## config.mk

```make
export PLATFORM = sky130hd
export DESIGN_NAME = rf_msg_write_sequencer
export DESIGN_NICKNAME = d
export VERILOG_FILES = /design/src/rtl/rf_msg_write_sequencer.sv
export SDC_FILE = /design/constraint.sdc
export NUM_CORES = 1
export LEC_CHECK = 0
export CORE_ASPECT_RATIO = 0.5
export CORE_MARGIN = 4
export CORE_UTILIZATION = 33
export CTS_CLUSTER_DIAMETER = 200
export DETAILED_ROUTE_END_ITERATION = 16
export GPL_ROUTABILITY_DRIVEN = 0
export HOLD_SLACK_MARGIN = 0.08
export PLACE_DENSITY = 0.85
export SETUP_SLACK_MARGIN = 0.05
export SYNTH_ARGS = -nofsm -noshare
export SYNTH_HDL_FRONTEND = slang
export SYNTH_SLANG_ARGS = --single-unit
```

## constraint.sdc

```tcl
create_clock -name clk -period 1.7 [get_ports clk]
set_input_delay 0.255 -clock clk [delete_from_list [all_inputs] [get_ports clk]]
set_output_delay 0.255 -clock clk [all_outputs]
set_load 0.01 [all_outputs]
```

## src/rtl/rf_msg_write_sequencer.sv

```systemverilog
// Round-robin burst arbiter for the single write port of the message register file.
// Sequences write addresses for the granted burst, then holds the message until acknowledged.
module rf_msg_write_sequencer #(
  parameter int unsigned DEPTH      = 11,
  parameter int unsigned WIDTH      = 16,
  parameter int unsigned ADDR_WIDTH = 4
) (
  input  logic                  clk,
  input  logic                  rst,
  input  logic                  req0,
  input  logic [ADDR_WIDTH-1:0] len0,
  input  logic                  valid0,
  input  logic [WIDTH-1:0]      data0,
  input  logic                  req1,
  input  logic [ADDR_WIDTH-1:0] len1,
  input  logic                  valid1,
  input  logic [WIDTH-1:0]      data1,
  output logic                  gnt0,
  output logic                  gnt1,
  output logic                  pop0,
  output logic                  pop1,
  output logic                  rf_we,
  output logic [ADDR_WIDTH-1:0] rf_wa,
  output logic [WIDTH-1:0]      rf_di,
  output logic                  rf_re,
  output logic                  msg_ready,
  output logic                  msg_src,
  output logic [ADDR_WIDTH-1:0] msg_len,
  input  logic                  msg_ack
);

  localparam logic [ADDR_WIDTH-1:0] MaxLen = ADDR_WIDTH'(DEPTH);

  typedef enum logic [1:0] {StIdle, StWrite, StHold} state_e;

  state_e                state_q;
  logic [ADDR_WIDTH-1:0] cnt_q;
  logic [ADDR_WIDTH-1:0] len_q;
  logic                  src_q;
  logic                  rr_ptr_q;
  logic                  gnt0_q;
  logic                  gnt1_q;

  logic                  winner;
  logic [ADDR_WIDTH-1:0] win_len;
  logic [ADDR_WIDTH-1:0] win_len_clamped;
  logic                  valid_src;
  logic [WIDTH-1:0]      data_src;

  // Contention is resolved by the round-robin pointer; a lone request always wins.
  always_comb begin
    winner          = (req0 && req1) ? rr_ptr_q : req1;
    win_len         = winner ? len1 : len0;
    win_len_clamped = (win_len > MaxLen) ? MaxLen : win_len;
    valid_src       = src_q ? valid1 : valid0;
    data_src        = src_q ? data1 : data0;
  end

  always_ff @(posedge clk or negedge rst) begin
    if (!rst) begin
      state_q  <= StIdle;
      cnt_q    <= '0;
      len_q    <= '0;
      src_q    <= 1'b0;
      rr_ptr_q <= 1'b0;
      gnt0_q   <= 1'b0;
      gnt1_q   <= 1'b0;
    end else begin
      case (state_q)
        StIdle: begin
          if (req0 || req1) begin
            src_q <= winner;
            cnt_q <= '0;
            len_q <= win_len_clamped;
            // A zero-length message has nothing to write, so the port is never granted.
            if (win_len_clamped == '0) begin
              state_q <= StHold;
            end else begin
              state_q <= StWrite;
              gnt0_q  <= ~winner;
              gnt1_q  <= winner;
            end
          end
        end
        StWrite: begin
          if (valid_src) begin
            cnt_q <= cnt_q + 1'b1;
            if (cnt_q == len_q - 1'b1) begin
              state_q <= StHold;
              gnt0_q  <= 1'b0;
              gnt1_q  <= 1'b0;
            end
          end
        end
        StHold: begin
          if (msg_ack) begin
            state_q  <= StIdle;
            rr_ptr_q <= ~src_q;
          end
        end
        default: begin
          state_q <= StIdle;
          gnt0_q  <= 1'b0;
          gnt1_q  <= 1'b0;
        end
      endcase
    end
  end

  always_comb begin
    pop0      = 1'b0;
    pop1      = 1'b0;
    rf_we     = 1'b0;
    rf_wa     = '0;
    rf_di     = '0;
    rf_re     = 1'b0;
    msg_ready = 1'b0;
    msg_src   = 1'b0;
    msg_len   = '0;
    case (state_q)
      StWrite: begin
        rf_we = valid_src;
        rf_wa = cnt_q;
        rf_di = data_src;
        pop0  = valid_src & ~src_q;
        pop1  = valid_src & src_q;
      end
      StHold: begin
        rf_re     = 1'b1;
        msg_ready = 1'b1;
        msg_src   = src_q;
        msg_len   = len_q;
      end
      default: ;
    endcase
  end

  assign gnt0 = gnt0_q;
  assign gnt1 = gnt1_q;

  // Invariants of a single in-flight burst.
  a_wa_in_range: assert property (@(posedge clk) disable iff (!rst)
    rf_we |-> (rf_wa < MaxLen));
  a_gnt_onehot: assert property (@(posedge clk) disable iff (!rst)
    !(gnt0 && gnt1));
  a_pop_granted: assert property (@(posedge clk) disable iff (!rst)
    (!(pop0 && !gnt0)) && (!(pop1 && !gnt1)));
  a_no_write_in_hold: assert property (@(posedge clk) disable iff (!rst)
    msg_ready |-> !rf_we);

endmodule
```

==> results of run 1 <==
per-stage QoR:
step	utilization	hold WS [ps]	area (µm²)	std cells
3_3_place_gp	0.641	462	2220	291
3_5_place_dp	0.641	480	2220	291
4_1_cts	0.678	324	2350	304
6_report	0.708	312	2460	306
5_1_grt	0.708	343	2460	306
2_1_floorplan	-	-40.6	1210	141
area by class of cell:
type	instances	area, µm²
Sequential cell	14	352
Fill cell	220	1010
Clock buffer	4	55.1
Inverter	4	15.0
Timing Repair Buffer	120	1040
Tap cell	51	63.8
Multi-Input combinational cell	113	932
metal layers:
metal | vias to the layer above | share of wire
met2 | 108 | 0.51
met5 | - | 0
li1 | 714 | -
met4 | 0 | 0.070
met1 | 793 | 0.35
met3 | 37 | 0.064
cell families after synthesis:
logic type | Yosys count | share of synthesized area
fa+ha+maj | 2 | 0.0207
xor+xnor | 8 | 0.0581
flops | 14 | 0.290
simple gates | 65 | 0.283
buf+inv | 14 | 0.0716
compound gates | 19 | 0.114
mux | 19 | 0.162
power breakdown:
| part | switching (mW) | leakage, nW | internal (mW) |
|---|---|---|---|
| Combinational | 1.50 | 0.924 | 1.66 |
| Clock | 0.129 | 0.0288 | 0.206 |
| Sequential | 0.166 | 0.173 | 0.477 |
| Total | 1.80 | 1.13 | 2.35 |
cell usage in the layout (no fill, tap or decap), types with 3 or more instances in the layout:
master           instances
and2_1                   6
mux2i_1                 18
nor2_1                  10
clkbuf_2                 7
nand2_1                 14
clkbuf_8                 4
inv_2                    3
buf_4                   32
buf_2                   16
xor2_1                   3
buf_6                   15
clkdlybuf4s50_1         48
o21ai_0                  4
dfrtp_1                 13
nor2_2                  10
nor2_4                   4
and2_4                   3
how the worst min path moves through the flow:
stage	from	to	slack (ps)	cells after the start
floorplan	rst	cnt_q[0]	-40	0
global placement	rr_ptr_q	rr_ptr_q	460	2
detailed placement	rr_ptr_q	rr_ptr_q	480	2
CTS	rst	rr_ptr_q	320	2
global route	rst	gnt0	340	2
finish	rst	rr_ptr_q	310	2
state kept, by name (all words and copies together) (netlist names):
register	cells
cnt_q	4
len_q	4
state_q	2
gnt0	1
gnt1	1
rr_ptr_q	1
src_q	1
worst max-delay path, stage by stage, from the launching register on:
cell and delay (ps):
dfrtp_1 390, buf_4 140, or2b_4 270, buf_6 130, buf_8 130, nor2_4 120
buf_6 110
repair_timing:
item,CTS,global route
pin swaps,11,8
gates resized for setup,124,54
endpoints found under the setup margin,33,29
setup buffers,10,6
==> results.cfg, run 1 <==
[layout]
area_growth_pct = 104
nets = 305
drive_gt1_frac = 0.467
num_antenna_cells = 0

[sta]
slew_headroom = 0.723
setup_violations = 14
tightest_slew_ps = 413
finalHoldViolCount = 0
maxSlewViolCount = 0
rsz0062_at_grt = true
final.setup.worst_slack_ps = -98.9
skew_ps = 2.10
fmax_mhz = 556
min_period_over_period = 1.06
fin_tns_setup_ps = -779
min_period_ps = 1800

[power]
power.leakage_nw = 1.13
power_mw = 4.15
vdd_drop_max_mv = 0.627
cellPowerDensity_nw_per_um2 = 1690

[grt]
groute.layer.met3.usage = 0.0404
grt_max_degree = 15
gr-usage-met1 = 0.264
busiest_layer = met2
grt_overflow = 0
antenna_found_initial = 0
use_met2 = 0.424
grt_pass1_vias = 1617
grt_pass1_wl_um = 8360
groute.usage.overall = 0.230

[floorplan]
initial_core_util = 0.347
die-area_um2 = 4750
die_w_um = 93.5
io_pins = 79
fp.dieH_um = 50.8
row_count = 15
core_area_um2 = 3470

[routing]
drc = 0
vias = 1652
routed_wl_um = 6080
ant_nets = 0
wl_per_cell_um = 19.9
first_iter_violations = 79
viasPerCell = 5.40
drtPass1Iterations = 4

[logic_synthesis]
synth_cells = 141
synth_most_common_cell = nor2_1
synth_edf_count = 0
synthArstFlopShare = 1.00
synth-seq-cells = 14
synth_area_per_cell_um2 = 8.55
yosys_most_used_dff = dfrtp_1
synth_area_um2 = 1210
yosysSeqAreaShare = 0.290
yosys.area.top_type_share = 0.290
synth_top_area_cell = dfrtp_1
yosysWarnings = 0
synth_nets = 190
synthTopCellsByArea = dfrtp_1, mux2i_1, nor2_1
ys_types = 43
synth_common_cells = nor2_1, mux2i_1, dfrtp_1, nand2_1, and2_1

[critical_path]
critPathLaunchType = flip-flop
crit_path_start = state_q[1]
crit_path_end_kind = output port
critPathKind = flip-flop to output port
crit_fanout = 4
r2r-start = len_q[0]
reg2reg_depth = 7
rrSetupSlack_ps = -90
timing.rr.end = gnt0
crit_end = rf_di[8]
required_ps = 1440
arrival_ps = 1540

[clocking]
clk_path_buf_depth = 2
tritoncts = built
clk_pin_slew_ps = 60
cts.sinks = 14
cts_max_level = 1
ctsHoldBuffers = 0
cts_made_buffers = 3
cts_root_buffer = clkbuf_8
clk-insertion-delay-late_ps = 250

[job]
cap_violations = 0

[run_status]
violations = negative setup slack
outcome = finished with violations

[place]
dp_hpwl_um = 3660
pre_cts_slack_ps = -178
port_buffers = 78

[min_path]
hp-class = input pin to async pin
Note: power is estimated with default switching activity, not from simulation.
==> run 2, diff against run 1 <==
- CORE_UTILIZATION: 33 -> 36
- PLACE_DENSITY: 0.85 -> 0.87
- clock period: 1.7 -> 1.9 ns (I/O delays scaled with it)
==> results.cfg, run 2 (synthesis results as in run 1) <==
[grt]
grt_pass1_wl_um = 6420
groute.usage.overall = 0.182
grt_max_degree = 22
grt_overflow = 0
antenna_found_initial = 0
grt_pass1_vias = 1369

[job]
cap_violations = 0

[run_status]
outcome = complete, no violations

[layout]
num_antenna_cells = 0
layout_commonest_cell = clkdlybuf4s50_1
area_growth_pct = 76.1
fillers = 245
nets = 277
drive_gt1_frac = 0.123
layout_common_cells = clkdlybuf4s50_1, dlygate4sd2_1, nor2_1, mux2i_1
largestRegisters = cnt_q x4, len_q x4, state_q x2
instances_no_fill = 267

[power]
power.leakage_nw = 1.02
vdd_drop_max_mv = 0.703
cellPowerDensity_nw_per_um2 = 1280

[sta]
slew_headroom = 0.567
min_period_over_period = 0.939
rsz0062_at_grt = false
fin_tns_setup_ps = 0
setup_violations = 0
final.setup.worst_slack_ps = 116
finalHoldViolCount = 0
maxSlewViolCount = 0
fmax_mhz = 560
tightest_slew_ps = 647
skew_ps = 6.09
min_period_ps = 1780

[floorplan]
io_pins = 79
initial_core_util = 0.389
die-area_um2 = 4400
die_w_um = 89.9
core_area_um2 = 3100
fp.dieH_um = 48.9
row_count = 14

[clocking]
cts.sinks = 14
cts_made_buffers = 3
cts_root_buffer = clkbuf_8
clk_pin_slew_ps = 60
ctsHoldBuffers = 0
clk_path_buf_depth = 2
cts_max_level = 1
tritoncts = built
clk-insertion-delay-late_ps = 240

[routing]
vias = 1338
drc = 0
viasPerCell = 5.01
first_iter_violations = 43
ant_nets = 0
drtPass1Iterations = 4
wl_per_cell_um = 15.0
routed_wl_um = 4000

[place]
port_buffers = 78
dp_hpwl_um = 3350
dp.cells = 263
pre_cts_slack_ps = -26.9

[critical_path]
crit_fanout = 6
required_ps = 1620
path_cells = buf_4 -> nor2b_4 -> buf_4 -> and2_1 -> dlygate4sd2_1
crit_top_cell = buf_4
critical_path.max_stage_delay_ps = 380
arrival_ps = 1500
crit_path_end_kind = output port
critPathKind = flip-flop to output port
critPathLaunchType = flip-flop
crit_slowest_cell = dfrtp_1

[min_path]
hp-class = input pin to async pin
run 2: final timing paths:
kind	from	to	slack [ps]	depth (start not counted)
max in group asynchronous	rst	src_q	1040	1
min in group clk	rr_ptr_q	rr_ptr_q	500	2
setup / recovery	state_q[1]	msg_src	120	5
setup reg to reg	len_q[1]	gnt0	160	7
hold reg to reg	rr_ptr_q	rr_ptr_q	500	2
hold / removal	rst	len_q[1]	440	1
run 2: power by group:
group	internal, mW	switching, mW	total, mW
clock	0.183	0.105	0.289
combinational	0.962	0.927	1.89
sequential	0.425	0.112	0.537
total	1.57	1.14	2.71
run 2: what timing repair did:
| item | CTS | global route |
|---|---|---|
| setup buffers | 0 | 0 |
| gates resized for setup | 34 | 0 |
| setup endpoints to repair | 30 | 0 |
| endpoints found under the hold margin | 0 | 0 |
run 2: final cells by class:
type | instances | area (µm²) | share of cell area
repair buffers | 92 | 873 | 0.411
inverters | 4 | 15.0 | 0.00707
clock buffers | 4 | 55.1 | 0.0259
flip-flops and latches | 14 | 350 | 0.165
well taps | 40 | 50.0 | 0.0236
multi-input cells | 113 | 781 | 0.367
run 2: per-layer routing:
layer | wire length, µm | track usage | up-vias
li1 | - | - | 656
met1 | 1580 | 0.199 | 628
met2 | 2150 | 0.356 | 46
met3 | 186 | 0.0339 | 8
met4 | 80 | 0.0609 | 0
met5 | 0 | 0 | -
run 2: through the flow:
step,util,power (mW),instance area [µm²],hold WS [ps]
after detailed placement,0.676,2.59,2100,482
after CTS,0.685,2.74,2120,455
final,0.685,2.71,2120,440
after global placement,0.676,2.54,2100,462
after floorplan,-,1.65,1210,-10.6
after global routing,0.685,2.91,2120,504
run 2: worst max-delay path: cells and delay by family (launching register included):
kind	cells	cell delay [ps]
DFF	1	380
and+or+nand+nor	2	290
buffers and inverters	3	600
